File: config.mk
export PLATFORM = sky130hd
export DESIGN_NAME = decode_queue
export DESIGN_NICKNAME = d
export VERILOG_FILES = /design/src/rtl/decode_queue.sv
export SDC_FILE = /design/constraint.sdc
export NUM_CORES = 1
export LEC_CHECK = 0
export ABC_AREA = 1
export ABC_CLOCK_PERIOD_IN_PS = 9700
export CORE_MARGIN = 2
export CORE_UTILIZATION = 40
export DETAILED_ROUTE_END_ITERATION = 10
export SETUP_SLACK_MARGIN = 0.1
export SLEW_MARGIN = 10
export SYNTH_ARGS = -nofsm -noshare
export SYNTH_HDL_FRONTEND = slang
export SYNTH_SLANG_ARGS = --single-unit
File: constraint.sdc
create_clock -name clk -period 9.7 [get_ports clk]
set_input_delay 1.94 -clock clk [delete_from_list [all_inputs] [get_ports clk]]
set_output_delay 1.94 -clock clk [all_outputs]
set_load 0.005 [all_outputs]
File: src/rtl/decode_queue.sv
// Decode queue: buffers fetch groups, decodes each instruction on enqueue and
// presents up to DECODE_WIDTH in-order decoded ops per cycle to rename/dispatch.

package decode_queue_pkg;

  typedef enum logic [2:0] {
    FU_NONE   = 3'd0,
    FU_ALU    = 3'd1,
    FU_MUL    = 3'd2,
    FU_LSU    = 3'd3,
    FU_BRANCH = 3'd4
  } e_functional_unit;

  typedef enum logic [2:0] {
    FMT_NONE = 3'd0,
    FMT_R    = 3'd1,
    FMT_I    = 3'd2,
    FMT_S    = 3'd3,
    FMT_B    = 3'd4,
    FMT_U    = 3'd5,
    FMT_J    = 3'd6
  } e_format;

  typedef struct packed {
    logic [31:0] insn;
    e_format     encoding;
  } op_t;

  typedef struct packed {
    e_functional_unit fu;
    e_format          fmt;
    logic             illegal;
  } dec_t;

  // Ops table keyed on the RV32/RV64 major opcode; funct7=0000001 selects the multiplier.
  function automatic dec_t decode_insn(input logic [31:0] insn);
    dec_t d;
    d.fu      = FU_NONE;
    d.fmt     = FMT_NONE;
    d.illegal = 1'b0;
    case (insn[6:0])
      7'b0110011, 7'b0111011: begin
        d.fu  = (insn[31:25] == 7'b0000001) ? FU_MUL : FU_ALU;
        d.fmt = FMT_R;
      end
      7'b0010011, 7'b0011011: begin
        d.fu  = FU_ALU;
        d.fmt = FMT_I;
      end
      7'b0000011: begin
        d.fu  = FU_LSU;
        d.fmt = FMT_I;
      end
      7'b0100011: begin
        d.fu  = FU_LSU;
        d.fmt = FMT_S;
      end
      7'b1100011: begin
        d.fu  = FU_BRANCH;
        d.fmt = FMT_B;
      end
      7'b1101111: begin
        d.fu  = FU_BRANCH;
        d.fmt = FMT_J;
      end
      7'b1100111: begin
        d.fu  = FU_BRANCH;
        d.fmt = FMT_I;
      end
      7'b0110111, 7'b0010111: begin
        d.fu  = FU_ALU;
        d.fmt = FMT_U;
      end
      7'b0001111, 7'b1110011: begin
        d.fu  = FU_ALU;
        d.fmt = FMT_I;
      end
      default: begin
        d.fu      = FU_NONE;
        d.fmt     = FMT_NONE;
        d.illegal = 1'b1;
      end
    endcase
    return d;
  endfunction

endpackage

module decode_queue
  import decode_queue_pkg::*;
#(
  parameter int FETCH_WIDTH  = 2,
  parameter int DECODE_WIDTH = 2,
  parameter int DEPTH        = 8
) (
  input  logic                                      clk,
  input  logic                                      rst_n,
  input  logic                                      flush,
  input  logic                                      in_valid,
  input  logic [$clog2(FETCH_WIDTH+1)-1:0]          in_count,
  input  logic [31:0]                               in_pc,
  input  logic [FETCH_WIDTH-1:0][31:0]              in_insn,
  output logic                                      in_ready,
  output logic [DECODE_WIDTH-1:0]                   out_valid,
  output e_functional_unit [DECODE_WIDTH-1:0]       out_rs_id,
  output op_t [DECODE_WIDTH-1:0]                    out_op,
  output logic [DECODE_WIDTH-1:0][31:0]             out_pc,
  output logic [DECODE_WIDTH-1:0]                   out_illegal,
  input  logic [$clog2(DECODE_WIDTH+1)-1:0]         out_take,
  output logic [$clog2(DEPTH+1)-1:0]                occupancy
);

  localparam int PW = $clog2(DEPTH);
  localparam int OW = $clog2(DEPTH+1);
  localparam int CW = $clog2(FETCH_WIDTH+1);
  localparam int TW = $clog2(DECODE_WIDTH+1);

  logic [31:0]      r_insn [DEPTH];
  e_format          r_fmt  [DEPTH];
  e_functional_unit r_fu   [DEPTH];
  logic [31:0]      r_pc   [DEPTH];
  logic             r_ill  [DEPTH];

  logic [PW-1:0] r_head;
  logic [PW-1:0] r_tail;
  logic [OW-1:0] r_occ;

  logic [CW-1:0] w_cnt;
  logic          w_push;
  logic [TW-1:0] w_avail;
  logic [TW-1:0] w_take;
  logic [OW-1:0] w_pushed;
  logic [OW-1:0] w_taken;
  logic [PW-1:0] w_wr_idx [FETCH_WIDTH];
  dec_t          w_dec    [FETCH_WIDTH];

  assign occupancy = r_occ;
  assign in_ready  = (OW'(DEPTH) - r_occ) >= OW'(FETCH_WIDTH);

  // Oversized groups clamp to the fetch width; an empty group is simply a no-op.
  always_comb begin
    w_cnt = (in_count > CW'(FETCH_WIDTH)) ? CW'(FETCH_WIDTH) : in_count;
    w_push = in_valid && in_ready && !flush && (w_cnt != '0);
    w_pushed = w_push ? OW'(w_cnt) : '0;
    w_avail = (r_occ >= OW'(DECODE_WIDTH)) ? TW'(DECODE_WIDTH) : TW'(r_occ);
    w_take = flush ? '0 : ((out_take > w_avail) ? w_avail : out_take);
    w_taken = OW'(w_take);
  end

  always_comb begin
    for (int k = 0; k < FETCH_WIDTH; k++) begin
      w_wr_idx[k] = r_tail + PW'(k);
      w_dec[k]    = decode_insn(in_insn[k]);
    end
  end

  always_ff @(posedge clk or negedge rst_n) begin
    if (!rst_n) begin
      r_head <= '0;
      r_tail <= '0;
      r_occ  <= '0;
    end else if (flush) begin
      r_tail <= r_head;
      r_occ  <= '0;
    end else begin
      r_head <= r_head + PW'(w_take);
      if (w_push) begin
        r_tail <= r_tail + PW'(w_cnt);
      end
      r_occ <= r_occ + w_pushed - w_taken;
    end
  end

  // Entry storage is intentionally unreset; validity is tracked by occupancy alone.
  always_ff @(posedge clk) begin
    for (int k = 0; k < FETCH_WIDTH; k++) begin
      if (w_push && (k < int'(w_cnt))) begin
        r_insn[w_wr_idx[k]] <= in_insn[k];
        r_fmt[w_wr_idx[k]]  <= w_dec[k].fmt;
        r_fu[w_wr_idx[k]]   <= w_dec[k].fu;
        r_ill[w_wr_idx[k]]  <= w_dec[k].illegal;
        r_pc[w_wr_idx[k]]   <= in_pc + 32'(4 * k);
      end
    end
  end

  // Invalid lanes are forced to zero so stale or unwritten storage never leaks out as X.
  always_comb begin
    logic [PW-1:0] idx;
    for (int i = 0; i < DECODE_WIDTH; i++) begin
      idx = r_head + PW'(i);
      out_valid[i] = r_occ > OW'(i);
      if (out_valid[i]) begin
        out_rs_id[i]       = r_fu[idx];
        out_op[i].insn     = r_insn[idx];
        out_op[i].encoding = r_fmt[idx];
        out_pc[i]          = r_pc[idx];
        out_illegal[i]     = r_ill[idx];
      end else begin
        out_rs_id[i]       = FU_NONE;
        out_op[i].insn     = '0;
        out_op[i].encoding = FMT_NONE;
        out_pc[i]          = '0;
        out_illegal[i]     = 1'b0;
      end
    end
  end

endmodule

==> impl_results.md <==
- Skew final: 0.0149 ns
- Setup tns final: 0 ns
- Outcome: finished, final reports clean
- Final nets: 5,317
- Final min period: 6.96 ns
- DR vias/cell: 5.46
- Setup Buffers After CTS: 0
- Synthesized net count: 5,385
- First-pass GRT wire length: 203,000 um
- Fill count: 9,255
- CP top delay family: buffers and inverters
- Worst Tran Pin Value: 1.24 ns
- Hold Crit Class: reg -> reg
- Rows: 112
- Clk sink count: 578
- Total of cells resized after clock tree synthesis: 0
- Most common cell after layout, fill and taps aside: nand2_1
- CTS root buf: clkbuf_16
- Clk slew on worst S/H paths: 0.06 ns
- Power Density: 297 nW/um2
- CP Launch Type: flip-flop
- Area leader, netlist: edfxtp_1
- CTS tree: built
- Buf/Inv on CP: 4
- Synth Cell Area: 37,700 um2
- Final Util: 0.455
- Final period util: 0.718
- GP Congestion: 0.879
- Hold Violations, Final: 0
- RSZ-0062 raised after global routing: false
- Peak Freq: 144 MHz
- Layout cells sized above 1: 0.0498
- Grt total ovfl: 0
- Crit-path cells: buf_4 -> inv_8 -> buf_4 -> nand2_1 -> nand3_1 -> a21oi_1 -> nor3_1 -> clkdlybuf4s50_1
- Post-route DRC: 0
- # hold bufs at CTS: 0
- Final setup fails: 0
- All-layer global routing usage: 0.273
- Mean area per synthesized cell: 7.16 um2
- DR vias: 35,500
- CP Max Fanout: 218
- Peak VDD IR: 0.368 mV
- Commonest cells after routing, fill and taps aside: nand2_1, edfxtp_1, nor2_1, a21oi_1, o21ai_0
- Most frequent CP cell: buf_4
- Vias in the first global route: 33,200
- Distinct cells, synth: 35
- Chip width: 311 um
- Antenna violations before repair: 5
- P_leak: 17.7 nW
- Area contributors post-synth: edfxtp_1, nand2_1, a21oi_1
- Die Area: 96,600 um2
- Number of max-cap violations: 0
- # H-tree levels: 3
- Initial DRT Pass Iterations: 5
- Antenna-violating nets left: 0
- Core Box Area: 93,300 um2
- CP Class: reg -> out
- CP Capture Type: output pin
- Slowest-stage cell, CP: inv_8
- Post-DP HPWL: 76,100 um
- Slew Limit Fails: 0
- Die height: 311 um
- Drt total wl: 136,000 um
- Sequential fraction of the synthesis area: 0.460
- Register Area: 17,300 um2
- Max incr delay on CP: 0.84 ns
- Slew HR: 0.171
- Largest net degree at the start of global routing: 219
- P&R area growth vs syn: 12.7%
- IO Port Bufs: 252
- Num CTS Buffers: 71
- Starting Density: 0.404
- IO Pins: 253
- Worst skew pair latency: 0.64 ns
- Initial DRC Count: 3,954
- Crit path arrival time: 5.02 ns
- WP data required: 7.76 ns
- Tot Pwr: 12.6 mW
- Synthesized flop and latch total: 578
- Post-synth top area share: 0.453
- Synth warn: 0
- DR WL/cell: 20.9 um
- CTS max path bufs: 3
- Multi-input gate area: 17,600 um2
- Post-synthesis cell count: 5,259
layer usage:
layer | global-route usage | vias up | wire length (um)
met5 | 0 | - | 44
met1 | 0.350 | 16600 | 54800
li1 | - | 16900 | -
met4 | 0.0941 | 8 | 4320
met3 | 0.0381 | 273 | 10500
met2 | 0.470 | 1631 | 65900
sequential cells by signal (all words and copies together) (netlist names):
signal,count
r_tail,3
r_pc,256
r_fmt,24
occupancy,4
r_insn,256
r_fu,24
r_head,3
r_ill,8
path summary, 6_finish.rpt:
check                           slack, ns              startpoint  depth (start not counted)                       to
min in group asynchronous            1.69                   rst_n                          1    r_head[2]$_DFFE_PN0N_
worst min-delay path                 0.65   r_tail[1]$_DFFE_PN0P_                          2    r_tail[1]$_DFFE_PN0P_
worst max register to register       5.28  occupancy[0]$_DFF_PN0_                          9  r_insn[5][11]$_DFFE_PP_
worst min register to register       0.65   r_tail[1]$_DFFE_PN0P_                          2    r_tail[1]$_DFFE_PN0P_
worst max-delay path                 2.74   r_head[0]$_DFFE_PN0N_                          8               out_pc[44]
max in group asynchronous            7.56                   rst_n                          1    r_head[0]$_DFFE_PN0N_
power by group:
part | internal [mW] | leakage [nW] | total (mW) | switching, mW
clock network | 1.46 | 1.05 | 2.54 | 1.08
registers | 3.06 | 5.27 | 3.23 | 0.163
logic | 2.56 | 11.4 | 6.83 | 4.28
total | 7.08 | 17.7 | 12.6 | 5.52
cell usage after synthesis:
cell,number
nand2_1,2294
edfxtp_1,568
nor2_1,412
a21oi_1,368
o21ai_0,351
inv_1,234
buf_2,212
nand3_1,201
clkbuf_1,168
o211ai_1,105
nor3_1,72
or2_2,71
buf_1,46
o21ai_1,32
buf_4,19
ha_1,18
nand3b_1,16
dfrtp_1,10
nand4_1,10
nor2_4,8
nor2_2,6
xor2_1,6
xor2_2,6
inv_2,5
xnor2_1,5
fa_1,4
buf_6,3
nand4_2,2
a21o_1,1
and2_1,1
clkinv_1,1
nand3_2,1
nand3_4,1
o31ai_1,1
xnor2_2,1
stage by stage:
step	instances	setup slack, ns	area (um2)	hold slack, ns
4_1_cts	6496	2.88	42400	0.653
2_1_floorplan	5259	1.32	37700	0.583
5_1_grt	6497	2.58	42500	0.689
6_report	6498	2.74	42500	0.654
3_3_place_gp	6372	3.50	40300	0.639
3_5_place_dp	6372	3.43	40300	0.643
cell type report:
type,count,share of cell area
clock inverters,33,0.00575
clock buffers,91,0.0446
multi-input cells,3993,0.413
flip-flops and latches,578,0.408
inverters,240,0.0214
repair buffers,307,0.0697
well taps,1254,0.0370
diodes,2,0.000118
logic make-up (layout without fill, tap and decap cells):
family | count (synthesis) | count (layout) | share of synthesized area
simple gates | 3095 | 3095 | 0.328
compound gates | 858 | 858 | 0.121
buf+inv | 688 | 671 | 0.0781
flops | 578 | 578 | 0.460
fa+ha+maj | 22 | 22 | 0.00811
xor+xnor | 18 | 18 | 0.00558
other cells | 0 | 2 | 0
worst register-to-register path: cells and delay by family (launching register included):
| kind | cells | cell delay (ns) |
|---|---|---|
| and+or+nand+nor | 5 | 1.18 |
| buffers and inverters | 2 | 1.10 |
| adders and majority gates | 1 | 0.26 |
| DFF | 1 | 0.44 |
| AOI/OAI and AO/OA | 1 | 0.96 |
No activity file was read; power rests on OpenSTA's default activity.
